$ cat config.mk
export PLATFORM = sky130hd
export DESIGN_NAME = conv_lsu_arbiter
export DESIGN_NICKNAME = d
export VERILOG_FILES = /design/src/rtl/conv_pkg.sv /design/src/rtl/arb_tag_fifo.sv /design/src/rtl/conv_lsu_arbiter.sv
export SDC_FILE = /design/constraint.sdc
export NUM_CORES = 1
export LEC_CHECK = 0
export BUFFER_PORTS_ARGS = -buffer_cell sky130_fd_sc_hd__buf_2
export CORE_AREA = 3 3 103 105
export DETAILED_ROUTE_END_ITERATION = 10
export DIE_AREA = 0 0 106 108
export GPL_ROUTABILITY_DRIVEN = 0
export GPL_TIMING_DRIVEN = 1
export SLEW_MARGIN = 20
export SYNTH_ARGS = -nofsm -noshare
export SYNTH_HDL_FRONTEND = slang
export SYNTH_SLANG_ARGS = --single-unit
$ cat constraint.sdc
create_clock -name clk_i -period 2 [get_ports clk_i]
set_clock_uncertainty 0.2 [all_clocks]
set_input_delay 0.4 -clock clk_i [delete_from_list [all_inputs] [get_ports clk_i]]
set_output_delay 0.4 -clock clk_i [all_outputs]
set_load 0.01 [all_outputs]
$ cat src/rtl/conv_pkg.sv
// Shared definitions for the conv_unit datapath and its memory-port arbiter.
// The custom opcode constants live here so conv_unit can reuse them.
package conv_pkg;

   typedef enum logic {
      TAG_CORE = 1'b0,
      TAG_ACC  = 1'b1
   } port_tag_e;

   localparam logic [6:0] OPC_CUSTOM0 = 7'b0001011;
   localparam logic [2:0] F3_SETBASE  = 3'd0;
   localparam logic [2:0] F3_SETSIZE  = 3'd1;
   localparam logic [2:0] F3_RUN      = 3'd2;

   localparam int DEF_STARVE_LIMIT    = 8;
   localparam int DEF_MAX_OUTSTANDING = 2;

endpackage

$ cat src/rtl/arb_tag_fifo.sv
// In-order response steering FIFO: one port tag per accepted memory request.
// Push and pop in the same cycle are legal even when full.
module arb_tag_fifo
   import conv_pkg::*;
#(
   parameter int DEPTH = DEF_MAX_OUTSTANDING
) (
   input  logic      clk_i,
   input  logic      rst_i,
   input  logic      push_i,
   input  port_tag_e push_tag_i,
   input  logic      pop_i,
   output port_tag_e head_tag_o,
   output logic      full_o,
   output logic      empty_o
);

   localparam int PTR_W = (DEPTH > 1) ? $clog2(DEPTH) : 1;
   localparam int CNT_W = $clog2(DEPTH + 1);

   port_tag_e        mem_q [DEPTH];
   logic [PTR_W-1:0] wr_ptr_q;
   logic [PTR_W-1:0] rd_ptr_q;
   logic [CNT_W-1:0] count_q;
   logic             push_eff;
   logic             pop_eff;

   assign full_o     = (count_q == CNT_W'(DEPTH));
   assign empty_o    = (count_q == '0);
   assign head_tag_o = mem_q[rd_ptr_q];

   // A full FIFO may still take a push when the head leaves in the same cycle.
   assign pop_eff  = pop_i & ~empty_o;
   assign push_eff = push_i & (~full_o | pop_eff);

   always_ff @(posedge clk_i) begin
      if (push_eff) begin
         mem_q[wr_ptr_q] <= push_tag_i;
      end
   end

   always_ff @(posedge clk_i) begin
      if (rst_i) begin
         wr_ptr_q <= '0;
         rd_ptr_q <= '0;
         count_q  <= '0;
      end else begin
         if (push_eff) begin
            wr_ptr_q <= (wr_ptr_q == PTR_W'(DEPTH - 1)) ? '0 : wr_ptr_q + PTR_W'(1);
         end
         if (pop_eff) begin
            rd_ptr_q <= (rd_ptr_q == PTR_W'(DEPTH - 1)) ? '0 : rd_ptr_q + PTR_W'(1);
         end
         case ({push_eff, pop_eff})
            2'b10:   count_q <= count_q + CNT_W'(1);
            2'b01:   count_q <= count_q - CNT_W'(1);
            default: count_q <= count_q;
         endcase
      end
   end

endmodule

$ cat src/rtl/conv_lsu_arbiter.sv
// Shares the single data-memory port between the core LSU (priority) and the
// read-only conv_unit load engine, with starvation relief and in-order steering.
module conv_lsu_arbiter
   import conv_pkg::*;
#(
   parameter int STARVE_LIMIT    = DEF_STARVE_LIMIT,
   parameter int MAX_OUTSTANDING = DEF_MAX_OUTSTANDING
) (
   input  logic        clk_i,
   input  logic        rst_i,
   input  logic        core_req_i,
   input  logic [31:0] core_addr_i,
   input  logic        core_wr_i,
   input  logic [31:0] core_wdata_i,
   output logic        core_ready_o,
   output logic        core_rvalid_o,
   output logic [31:0] core_rdata_o,
   input  logic        acc_req_i,
   input  logic [31:0] acc_addr_i,
   output logic        acc_ready_o,
   output logic        acc_rvalid_o,
   output logic [31:0] acc_rdata_o,
   output logic        mem_req_o,
   output logic [31:0] mem_addr_o,
   output logic        mem_wr_o,
   output logic [31:0] mem_wdata_o,
   input  logic        mem_ready_i,
   input  logic        mem_rvalid_i,
   input  logic [31:0] mem_rdata_i,
   output logic        err_o
);

   localparam int SW = $clog2(STARVE_LIMIT + 1);

   logic          c_out_q;
   logic          a_out_q;
   logic          lock_q;
   port_tag_e     sel_q;
   logic [SW-1:0] starve_q;
   logic          err_q;

   logic          fifo_full;
   logic          fifo_empty;
   port_tag_e     head_tag;
   logic          c_elig;
   logic          a_elig;
   logic          req;
   port_tag_e     sel;
   logic          accept;
   logic          rsp_ok;

   arb_tag_fifo #(
      .DEPTH (MAX_OUTSTANDING)
   ) u_tag_fifo (
      .clk_i      (clk_i),
      .rst_i      (rst_i),
      .push_i     (accept),
      .push_tag_i (sel),
      .pop_i      (rsp_ok),
      .head_tag_o (head_tag),
      .full_o     (fifo_full),
      .empty_o    (fifo_empty)
   );

   // Eligibility looks only at registered state, so a held acc_req_i never duplicates.
   assign c_elig = core_req_i & ~c_out_q & ~fifo_full;
   assign a_elig = acc_req_i  & ~a_out_q & ~fifo_full;

   always_comb begin
      sel = TAG_CORE;
      req = 1'b0;
      if (lock_q) begin
         sel = sel_q;
         req = (sel_q == TAG_ACC) ? acc_req_i : core_req_i;
      end else if (a_elig && (!c_elig || starve_q >= SW'(STARVE_LIMIT))) begin
         sel = TAG_ACC;
         req = 1'b1;
      end else if (c_elig) begin
         sel = TAG_CORE;
         req = 1'b1;
      end
   end

   assign accept = req & mem_ready_i;
   assign rsp_ok = mem_rvalid_i & ~fifo_empty;

   assign mem_req_o   = req;
   assign mem_addr_o  = !req ? 32'd0 : (sel == TAG_ACC) ? acc_addr_i : core_addr_i;
   assign mem_wr_o    = req & (sel == TAG_CORE) & core_wr_i;
   assign mem_wdata_o = (req && sel == TAG_CORE) ? core_wdata_i : 32'd0;

   assign core_ready_o = accept & (sel == TAG_CORE);
   assign acc_ready_o  = accept & (sel == TAG_ACC);

   assign core_rvalid_o = rsp_ok & (head_tag == TAG_CORE);
   assign acc_rvalid_o  = rsp_ok & (head_tag == TAG_ACC);
   assign core_rdata_o  = core_rvalid_o ? mem_rdata_i : 32'd0;
   assign acc_rdata_o   = acc_rvalid_o  ? mem_rdata_i : 32'd0;

   assign err_o = err_q;

   always_ff @(posedge clk_i) begin
      if (rst_i) begin
         c_out_q  <= 1'b0;
         a_out_q  <= 1'b0;
         lock_q   <= 1'b0;
         sel_q    <= TAG_CORE;
         starve_q <= '0;
         err_q    <= 1'b0;
      end else begin
         lock_q <= req & ~mem_ready_i;
         sel_q  <= sel;

         // A port can't be answered and accepted in the same cycle, so order is moot.
         if (rsp_ok && head_tag == TAG_CORE) c_out_q <= 1'b0;
         if (accept && sel == TAG_CORE)      c_out_q <= 1'b1;
         if (rsp_ok && head_tag == TAG_ACC)  a_out_q <= 1'b0;
         if (accept && sel == TAG_ACC)       a_out_q <= 1'b1;

         if (mem_rvalid_i && fifo_empty) err_q <= 1'b1;

         if (!acc_req_i || (accept && sel == TAG_ACC)) begin
            starve_q <= '0;
         end else if (a_elig && starve_q < SW'(STARVE_LIMIT)) begin
            starve_q <= starve_q + SW'(1);
         end
      end
   end

endmodule
==> results.txt <==
outcome: complete, but fails checks
failing checks: negative setup slack
Yosys top cell area share: 12.8%
clk buf depth: 2
area grow syn2layout: 135%
main combinational cell family by area after synthesis: simple AND/OR/NAND/NOR gates
number of enable flip-flop cells after synthesis: 2
worst-margin pin slew: 0.345 ns
Multi-input gate area: 1980 um2
worst path arrival time: 1.87 ns
first-pass iteration count of the detailed router: 4
Site Rows: 36
chip width: 106 um
vias in the first global route: 3133
RSZ-0062 raised after global routing: yes
H-tree Lvls: 1
fin cells: 733
routed vias/inst: 4.45
cell accounting for the most synthesized area: dfxtp_1
Yosys Warn Count: 0
placed instance count: 702
Detailed Route WL: 11300 um
Gate Count Post-Synth: 297
per-cell routed wire length: 15.4 um
P_leak: 2.74 nW
DRC: 0
Final HPWL DP: 7660 um
clock-pin slew on the worst setup and hold paths: 0.06 ns
DRT iter0 DRCs: 153
Max Cap Viol: 0
core area: 9730 um2
full die area: 11400 um2
largest net degree at the start of global routing: 34
VDD IR-drop max: 484 uV
via count: 3261
CTS Buf Count: 3
adder-cell share of the synthesized area: 1.72%
GRT Total Usage: 16.5%
post-synthesis compound-gate area fraction: 18.3%
Power Dens Cells: 946 nW/um2
Cell Area, Synth: 2180 um2
syn avg cell area: 7.35 um2
Post-DRT Antenna Nets: 0
Port Buffer Count: 269
period utilization: 124%
Async SR Flop Fraction: 0%
most frequent cells in the layout: 193 x buf_2, 95 x buf_6, 65 x and2_4
crit start category: flip-flop
sequential-to-total area share from yosys stat: 15.6%
Final Cell Area: 5140 um2
Max Slew Vio Count: 0
Ant. Diodes: 0
Synth cell types: 36
Clock Latency Late Sink: 0.25 ns
nets@finish: 739
number of fill cells: 899
Ports: 270
total global routing overflow: 0
Setup crit end kind: primary output
Die H: 108 um
post-synthesis xor/xnor area fraction: 2.01%
Post-DP Area: 3790 um2
Setup CP Type: reg -> out
commonest non-fill, non-tap cell in the layout: buf_2
Post-Synth Simple-Gate Area: 50.3%
fraction of layout cells with a size suffix above 1: 79.0%
Main synth FF type: dfxtp_1
Worst EP required: 1.40 ns
antenna violations before repair: 0
Final Hold Vio Count: 0
Setup WS post-layout: -0.472 ns
final setup vio count: 135
max_slew headroom: 76.7%
worst hold path type: in -> reg
Synth area leaders: dfxtp_1 13%, and2_4 12%, a21oi_2 12%
Synth Register Bits: 16
Initial Utilization: 22.4%
fmax: 405 MHz
CP max FO: 7
Root Buffer: clkbuf_8
first-pass GRT wire length: 15500 um
Clock Sinks: 16
crit path time final: 2.47 ns
FF+latch area: 345 um2
Post-Syn Nets: 435
multiplexer share of the synthesized area: 2.01%
CTS tree: built
-- state kept, by name, indices dropped and copies added, names as in the netlist, named ones only --
signal,flops
a_out_q,1
c_out_q,1
err_o,1
lock_q,1
sel_q,1
starve_q,4
u_tag_fifo.count_q,2
u_tag_fifo.mem_q,2
u_tag_fifo.rd_ptr_q,1
u_tag_fifo.wr_ptr_q,1
-- timing repair --
action / CTS / global route
resized for setup: 115 / 99
cloned: 10 / 2
hold buffers: 0 / 0
setup buffers: 16 / 6
setup endpoints to repair: 137 / 139
hold endpoints to repair: 0 / 0
pin swaps: 53 / 22
-- area by class of cell --
type                    count  share of cell area, %
repair buffers            322                   49.3
well taps                 133                   3.24
inverters                   9                   1.05
multi-input cells         249                   38.6
clock buffers               4                   1.07
flip-flops and latches     16                   6.72
-- cell usage after synthesis, drive strengths merged, types with 3 or more instances --
| master | n |
|---|---|
| and3 | 32 |
| clkbuf | 9 |
| buf | 15 |
| dfxtp | 14 |
| nor2 | 8 |
| ha | 3 |
| and2 | 67 |
| o21ai | 3 |
| nor2b | 3 |
| nor3 | 4 |
| nor4b | 5 |
| nand2b | 3 |
| inv | 9 |
| xnor2 | 3 |
| mux2 | 3 |
| nand2 | 66 |
| a21oi | 36 |
-- power breakdown --
part / internal [W] / leakage [nW] / switching, W
clock network: 0.000174 / 0.0288 / 0.000108
logic: 0.00229 / 2.58 / 0.00184
registers: 0.000401 / 0.135 / 0.0000463
total: 0.00286 / 2.74 / 0.00199
-- worst max-delay path: stages (launching register included) --
cell	delay [ns]
dfxtp_2	0.32
nor2b_4	0.13
o41a_1	0.44
buf_6	0.16
inv_12	0.09
buf_12	0.14
nand2_4	0.05
a21oi_2	0.15
buf_2	0.15
-- kinds of logic after synthesis --
| group | count (synthesis) |
|---|---|
| AND/OR/NAND/NOR | 190 |
| AO/OA/AOI/OAI | 46 |
| buffers and inverters | 33 |
| flip-flops | 16 |
| XOR/XNOR | 5 |
| multiplexers | 4 |
| adder cells (fa/ha/maj) | 3 |
-- metrics by stage --
stage	setup WS (ns)	util, %	total power [W]	setup TNS [ns]	hold WS (ns)
6_report	-0.472	52.8	0.00486	-42.09	0.160
5_1_grt	-0.564	52.8	0.00516	-52.91	0.169
4_1_cts	-0.492	47.6	0.00432	-48.34	0.157
3_5_place_dp	-0.684	38.9	0.00311	-43.15	0.266
3_3_place_gp	-0.580	38.9	0.00306	-36.47	0.252
2_1_floorplan	-0.0470	-	0.00219	-2.56	0.258
-- metal layers --
layer	GRT usage, %	share of wire (%)	vias up
li1	-	-	1584
met1	19.6	38	1515
met2	31.6	54	142
met3	3.28	6.1	20
met4	2.22	1.6	0
met5	0	0	-
-- final timing paths --
kind	end	depth (start not counted)	start	slack, ns
hold reg to reg	a_out_q$_SDFFE_PP0P_	2	a_out_q$_SDFFE_PP0P_	0.27
setup reg to reg	u_tag_fifo.count_q[1]$_SDFFE_PP0P_	10	c_out_q$_SDFFE_PP0P_	-0.22
hold / removal	lock_q$_SDFF_PP0_	2	mem_ready_i	0.16
setup / recovery	mem_addr_o[29]	8	u_tag_fifo.count_q[1]$_SDFFE_PP0P_	-0.47
Note: power is estimated with default switching activity, not from simulation.
